===== config.mk =====
export PLATFORM = sky130hd
export DESIGN_NAME = regfile_scoreboard_flat
export DESIGN_NICKNAME = d
export VERILOG_FILES = /design/src/rtl/regfile_pkg.sv /design/src/rtl/regfile_scoreboard_if.sv /design/src/rtl/regfile_scoreboard_bits.sv /design/src/rtl/regfile_scoreboard.sv /design/src/flat_wrapper.sv
export SDC_FILE = /design/constraint.sdc
export NUM_CORES = 2
export LEC_CHECK = 0
export CELL_PAD_IN_SITES_DETAIL_PLACEMENT = 1
export CELL_PAD_IN_SITES_GLOBAL_PLACEMENT = 2
export CORE_ASPECT_RATIO = 1.2
export CORE_MARGIN = 2
export CORE_UTILIZATION = 46
export CTS_CLUSTER_SIZE = 40
export DETAILED_ROUTE_END_ITERATION = 8
export PLACE_DENSITY = 0.82
export SYNTH_ARGS = -nofsm -noshare
export SYNTH_HDL_FRONTEND = slang
export SYNTH_HIERARCHICAL = 1
export SYNTH_SLANG_ARGS = --single-unit
export TNS_END_PERCENT = 10

===== constraint.sdc =====
create_clock -name clk -period 6.23 [get_ports clk]
set_clock_uncertainty 0.1 [all_clocks]
set_input_delay 1.869 -clock clk [delete_from_list [all_inputs] [get_ports clk]]
set_output_delay 1.869 -clock clk [all_outputs]
set_load 0.1 [all_outputs]

===== src/rtl/regfile_pkg.sv =====
// regfile_pkg: shared register-file widths, zero-register address and data/address types
package regfile_pkg;
  localparam int DEF_DATA_W = 32;
  localparam int DEF_ADDR_W = 5;
  typedef logic [DEF_DATA_W-1:0] reg_data_t;
  typedef logic [DEF_ADDR_W-1:0] reg_addr_t;
  localparam reg_addr_t ZERO_ADDR = '0;
endpackage


===== src/rtl/regfile_scoreboard_if.sv =====
// regfile_scoreboard_if: decode/writeback bus into the register file and its scoreboard
interface regfile_scoreboard_if
  import regfile_pkg::*;
#(
  parameter int DATA_W = DEF_DATA_W,
  parameter int ADDR_W = DEF_ADDR_W
);
  logic              we;
  logic [ADDR_W-1:0] waddr;
  logic [DATA_W-1:0] wdata;
  logic [ADDR_W-1:0] raddr1;
  logic [ADDR_W-1:0] raddr2;
  logic [DATA_W-1:0] rdata1;
  logic [DATA_W-1:0] rdata2;
  logic              busy_set;
  logic [ADDR_W-1:0] busy_addr;
  logic              busy1;
  logic              busy2;
  logic [31:0]       wr_count;
  modport master (
    output we, waddr, wdata, raddr1, raddr2, busy_set, busy_addr,
    input  rdata1, rdata2, busy1, busy2, wr_count
  );
  modport slave (
    input  we, waddr, wdata, raddr1, raddr2, busy_set, busy_addr,
    output rdata1, rdata2, busy1, busy2, wr_count
  );
endinterface


===== src/rtl/regfile_scoreboard_bits.sv =====
// regfile_scoreboard_bits: per-register busy vector, set beats clear on the same address
module regfile_scoreboard_bits
  import regfile_pkg::*;
#(
  parameter int ADDR_W = DEF_ADDR_W
) (
  input  logic              clk,
  input  logic              rst_n,
  input  logic              set,
  input  logic [ADDR_W-1:0] set_addr,
  input  logic              clr,
  input  logic [ADDR_W-1:0] clr_addr,
  input  logic [ADDR_W-1:0] addr1,
  input  logic [ADDR_W-1:0] addr2,
  output logic              busy1,
  output logic              busy2
);
  localparam int DEPTH = 1 << ADDR_W;
  logic [DEPTH-1:0] bits_q;
  always_ff @(posedge clk or negedge rst_n) begin
    if (!rst_n) begin
      bits_q <= '0;
    end else begin
      if (clr) bits_q[clr_addr] <= 1'b0;
      if (set) bits_q[set_addr] <= 1'b1;
    end
  end
  assign busy1 = bits_q[addr1];
  assign busy2 = bits_q[addr2];
endmodule


===== src/rtl/regfile_scoreboard.sv =====
// regfile_scoreboard: 2R/1W register file with optional zero register, write bypass,
// RAW busy scoreboard and committed-write counter
module regfile_scoreboard
  import regfile_pkg::*;
#(
  parameter int DATA_W   = DEF_DATA_W,
  parameter int ADDR_W   = DEF_ADDR_W,
  parameter int BYPASS   = 1,
  parameter int ZERO_REG = 1
) (
  input logic                  clk,
  input logic                  rst_n,
  regfile_scoreboard_if.slave  bus
);
  localparam int DEPTH = 1 << ADDR_W;
  localparam logic [ADDR_W-1:0] Z = ADDR_W'(ZERO_ADDR);
  logic [DATA_W-1:0] regs [DEPTH];
  logic [31:0]       cnt_q;
  logic wr_en, set_en, byp1, byp2, z1, z2, sb1, sb2;
  assign wr_en  = bus.we && !(ZERO_REG != 0 && bus.waddr == Z);
  assign set_en = bus.busy_set && !(ZERO_REG != 0 && bus.busy_addr == Z);
  assign byp1   = BYPASS != 0 && wr_en && bus.waddr == bus.raddr1;
  assign byp2   = BYPASS != 0 && wr_en && bus.waddr == bus.raddr2;
  assign z1     = ZERO_REG != 0 && bus.raddr1 == Z;
  assign z2     = ZERO_REG != 0 && bus.raddr2 == Z;
  always_ff @(posedge clk or negedge rst_n) begin
    if (!rst_n) begin
      for (int i = 0; i < DEPTH; i++) regs[i] <= '0;
      cnt_q <= '0;
    end else if (wr_en) begin
      regs[bus.waddr] <= bus.wdata;
      cnt_q <= cnt_q + 32'd1;
    end
  end
  regfile_scoreboard_bits #(.ADDR_W(ADDR_W)) u_bits (
    .clk      (clk),
    .rst_n    (rst_n),
    .set      (set_en),
    .set_addr (bus.busy_addr),
    .clr      (wr_en),
    .clr_addr (bus.waddr),
    .addr1    (bus.raddr1),
    .addr2    (bus.raddr2),
    .busy1    (sb1),
    .busy2    (sb2)
  );
  // a forwarded write already satisfies the hazard, so it hides the busy bit
  assign bus.rdata1   = z1 ? '0 : byp1 ? bus.wdata : regs[bus.raddr1];
  assign bus.rdata2   = z2 ? '0 : byp2 ? bus.wdata : regs[bus.raddr2];
  assign bus.busy1    = sb1 && !byp1;
  assign bus.busy2    = sb2 && !byp2;
  assign bus.wr_count = cnt_q;
endmodule


===== src/flat_wrapper.sv =====
// flat-port wrapper written by rule: the top's interface ports become plain ports
module regfile_scoreboard_flat import regfile_pkg::*;
#(
  parameter int DATA_W   = DEF_DATA_W,
  parameter int ADDR_W   = DEF_ADDR_W,
  parameter int BYPASS   = 1,
  parameter int ZERO_REG = 1
)
  (clk, rst_n, bus_we, bus_waddr, bus_wdata, bus_raddr1, bus_raddr2, bus_busy_set, bus_busy_addr, bus_rdata1, bus_rdata2, bus_busy1, bus_busy2, bus_wr_count);
  regfile_scoreboard_if #(.DATA_W(DATA_W), .ADDR_W(ADDR_W)) bus_i ();
  input logic clk;
  input logic rst_n;
  input wire logic [$bits(bus_i.we)-1:0] bus_we;
  input wire logic [$bits(bus_i.waddr)-1:0] bus_waddr;
  input wire logic [$bits(bus_i.wdata)-1:0] bus_wdata;
  input wire logic [$bits(bus_i.raddr1)-1:0] bus_raddr1;
  input wire logic [$bits(bus_i.raddr2)-1:0] bus_raddr2;
  input wire logic [$bits(bus_i.busy_set)-1:0] bus_busy_set;
  input wire logic [$bits(bus_i.busy_addr)-1:0] bus_busy_addr;
  output wire logic [$bits(bus_i.rdata1)-1:0] bus_rdata1;
  output wire logic [$bits(bus_i.rdata2)-1:0] bus_rdata2;
  output wire logic [$bits(bus_i.busy1)-1:0] bus_busy1;
  output wire logic [$bits(bus_i.busy2)-1:0] bus_busy2;
  output wire logic [$bits(bus_i.wr_count)-1:0] bus_wr_count;
  assign bus_i.we = bus_we;
  assign bus_i.waddr = bus_waddr;
  assign bus_i.wdata = bus_wdata;
  assign bus_i.raddr1 = bus_raddr1;
  assign bus_i.raddr2 = bus_raddr2;
  assign bus_i.busy_set = bus_busy_set;
  assign bus_i.busy_addr = bus_busy_addr;
  assign bus_rdata1 = bus_i.rdata1;
  assign bus_rdata2 = bus_i.rdata2;
  assign bus_busy1 = bus_i.busy1;
  assign bus_busy2 = bus_i.busy2;
  assign bus_wr_count = bus_i.wr_count;
  regfile_scoreboard #(.DATA_W(DATA_W), .ADDR_W(ADDR_W), .BYPASS(BYPASS), .ZERO_REG(ZERO_REG)) u_core (.clk(clk), .rst_n(rst_n), .bus(bus_i));
endmodule

==> out/qor.txt <==
Cells on Worst Hold Path = 0
DRT iter0 DRCs = 4,163
Max_cap viols = 0
CTS Hold Bufs = 0
Seq/Total Area, Yosys = 46.85%
CP delay by family, top = multiplexers
DRC = 0
Mapped cell area = 0.05811 sq mm
NumNets Final = 4,267
Final slew viol count = 0
Post-DP Area = 0.06470 sq mm
EDFF count, synth = 0
FF-to-FF End = u_core/bus.wr_count[24]
Compound-Gate Fraction of Synth Area = 5.475%
Crit start category = input pin
Total CTS buffers = 114
Hold Path Class = flop to flop
Synth top area share = 46.85%
First-pass GRT wire length = 312,500 microns
Vias in the first global route = 43,390
CP max stage delay = 0.58 ns
CP max FO = 23
Critical path buffers and inverters = 3
Mux contribution to synthesized area = 40.84%
Main combinational cell family by area after synthesis = multiplexers
Leak = 29.95 nW
Fin crit share = 99.76%
Hold Crit Start = u_core/regs[1022]
Syn avg cell area = 14.62 sq um
Gr ovfl total = 0
DRT Wirelength = 213,700 microns
Crit path capture type = primary output
Number of routed nets with antenna violations = 0
Reg-to-Reg Start = u_core/bus.wr_count[10]
Total GRT Usage = 33.18%
Met2 routed WL = 100,500 microns
Gate Count Post-Synth = 3,975
Final hold vios = 0
Crit path kind = input pin to primary output
Crit path depth = 7
CTS H-tree lvls = 3
Yosys top cell by area = dfrtp_1
Crit path DAT = 4.25 ns
Min cycle time layout = 6.215 ns
Adder-cell share of the synthesized area = 0.02153%
Slew @ Worst Pin = 1.165 ns
CP Data Required Time = 4.26 ns
Clock sinks = 1,088
Top Metal Used = met4
Cell Chain, Critical Path = buf_12 -> buf_12 -> mux4_2 -> mux4_2 -> nor2b_1 -> a211o_1 -> buf_12
Simple-gate portion of the synthesized area = 2.708%
Initial Util = 46.46%
Top post-synthesis cells by area = dfrtp_1, mux4_2, mux2_2
Max_slew headroom = 22.34%
GPL Wtd Cong = 0.8410
Synthesis Warnings = 6
Share of cells above drive strength 1 = 50.06%
Vias = 40,860
Pwr dens = 329.0 mW/mm^2
CTS clock-pin slew for the worst setup and hold paths = 0.06 ns
Longest Clk Path Bufs = 3
Yosys cell types = 63
PortBufs = 153
Routed len/inst = 35.85 microns
Core Box Area = 0.1251 sq mm
Achievable Freq = 0.1609 GHz
Status = finished clean
RSZ-0062 raised after global routing = true
Die Wd = 328.5 microns
Die ar. = 0.1292 sq mm
DR vias/cell = 6.855
# fillers = 11,660
IO Pins = 154
Hold Path End = u_core/regs[1022]
Die height = 393.4 microns
Xor and xnor area share after synthesis = 0.6179%
Final Cell Area = 0.06890 sq mm
Peak supply drop = 0.3025 mV
Initial antenna violation count = 2
Register-to-register setup slack = 4.27 ns
Cell mode on critical path = buf_12
Area growth syn-to-layout = 18.57%
#FFs+latches synth = 1,088
Most frequent cell after synthesis = dfrtp_1
Wl on met1 = 84,550 microns
CTS root buf = clkbuf_16
Met3 wire length = 15,890 microns
Crit path max-delay cell type = mux4_2
Drt pass-1 iters = 6
Cell row count = 142
Final setup violating endpoints = 0
R2R cell count = 5
Largest net degree at the start of global routing = 128
Mapped Nets = 4,032
TritonCTS clock tree = built
Post-synth top cells = dfrtp_1, mux2_2, mux4_2, clkbuf_1, mux2i_1
TNS Setup = 0 ns
Later-pin clock latency in the skew report = 0.75 ns
Dpl hpwl = 130,500 microns
Most used DFF post-synth = dfrtp_1
Ys async rst share = 100.0%
## worst max-delay path by stage
| stage | end | start |
|---|---|---|
| after floorplan | bus_rdata2[6] | bus_raddr2[1] |
| after global placement | bus_rdata2[19] | bus_waddr[4] |
| after detailed placement | bus_rdata2[19] | bus_waddr[4] |
| after CTS | bus_rdata2[22] | bus_raddr2[0] |
| after global routing | bus_rdata1[16] | bus_raddr1[0] |
| final | bus_rdata1[0] | bus_raddr1[0] |
## final cells by class
| cell class | instances | area (sq um) | share of cell area, % |
|---|---|---|---|
| repair buffers | 550 | 6226 | 9.036 |
| well taps | 1656 | 2072 | 3.007 |
| diodes | 1 | 2.502 | 0.003632 |
| multi-input cells | 2453 | 29410 | 42.68 |
| clock inverters | 51 | 686.9 | 0.9969 |
| flip-flops and latches | 1088 | 27230 | 39.51 |
| inverters | 3 | 11.26 | 0.01634 |
| clock buffers | 158 | 3269 | 4.745 |
## sequential cells by signal (all words and copies together) (netlist names)
| name | flops |
|---|---|
| u_core/regs | 1024 |
| u_core/bus.wr_count | 32 |
| u_core/u_bits/bits_q | 32 |
## timing repair
action | 4_1_cts | 5_1_grt
resized for setup | 27 | 8
setup buffers | 7 | 0
cloned | 1 | 0
setup endpoints to repair | 53 | 24
pin swaps | 4 | 1
## per-stage QoR
step                setup WS (ns)  util [%]  hold slack (ns)  total power [mW]  cells
floorplan                 -0.5433         -           0.3246             13.14   3975
global placement          -0.3488     51.72           0.2623             15.03   5742
detailed placement        -0.3490     51.72           0.2635             15.32   5742
CTS                       0.02728     55.06           0.2809             22.69   5959
global route             -0.01089     55.09           0.2843             23.45   5959
finish                    0.01483     55.09           0.2828             22.67   5960
## cell families (layout without fill, tap and decap cells)
kind of cell             Yosys count  after routing
AND/OR/NAND/NOR                  303            303
AO/OA/AOI/OAI                    447            447
XOR/XNOR                          41             41
other                              0              1
buffers and inverters            434            762
multiplexers                    1661           1661
flip-flops                      1088           1088
adder cells (fa/ha/maj)            1              1
## cells in the final DEF, fill, tap and decap left out, types with 37 or more instances in the layout
cell / n
a21oi_1: 53
a22oi_1: 143
buf_12: 147
buf_4: 317
clkbuf_16: 115
clkdlybuf4s50_1: 73
dfrtp_1: 1088
mux2_1: 64
mux2_2: 929
mux2i_1: 199
mux4_2: 469
nand2_1: 44
nor2_1: 48
nor2b_1: 37
o21ai_0: 70
## power by group
group | internal (mW) | switching, mW
logic | 2.99 | 2.86
registers | 8.40 | 1.10
clock network | 4.28 | 3.04
total | 15.7 | 7.00
## routing by layer
layer / vias up / GRT usage (%)
li1: 15850 / -
met1: 22440 / 44.19
met2: 1982 / 52.08
met3: 591 / 5.905
met4: 0 / 17.16
met5: - / 0
(Power assumes the default switching activity.)
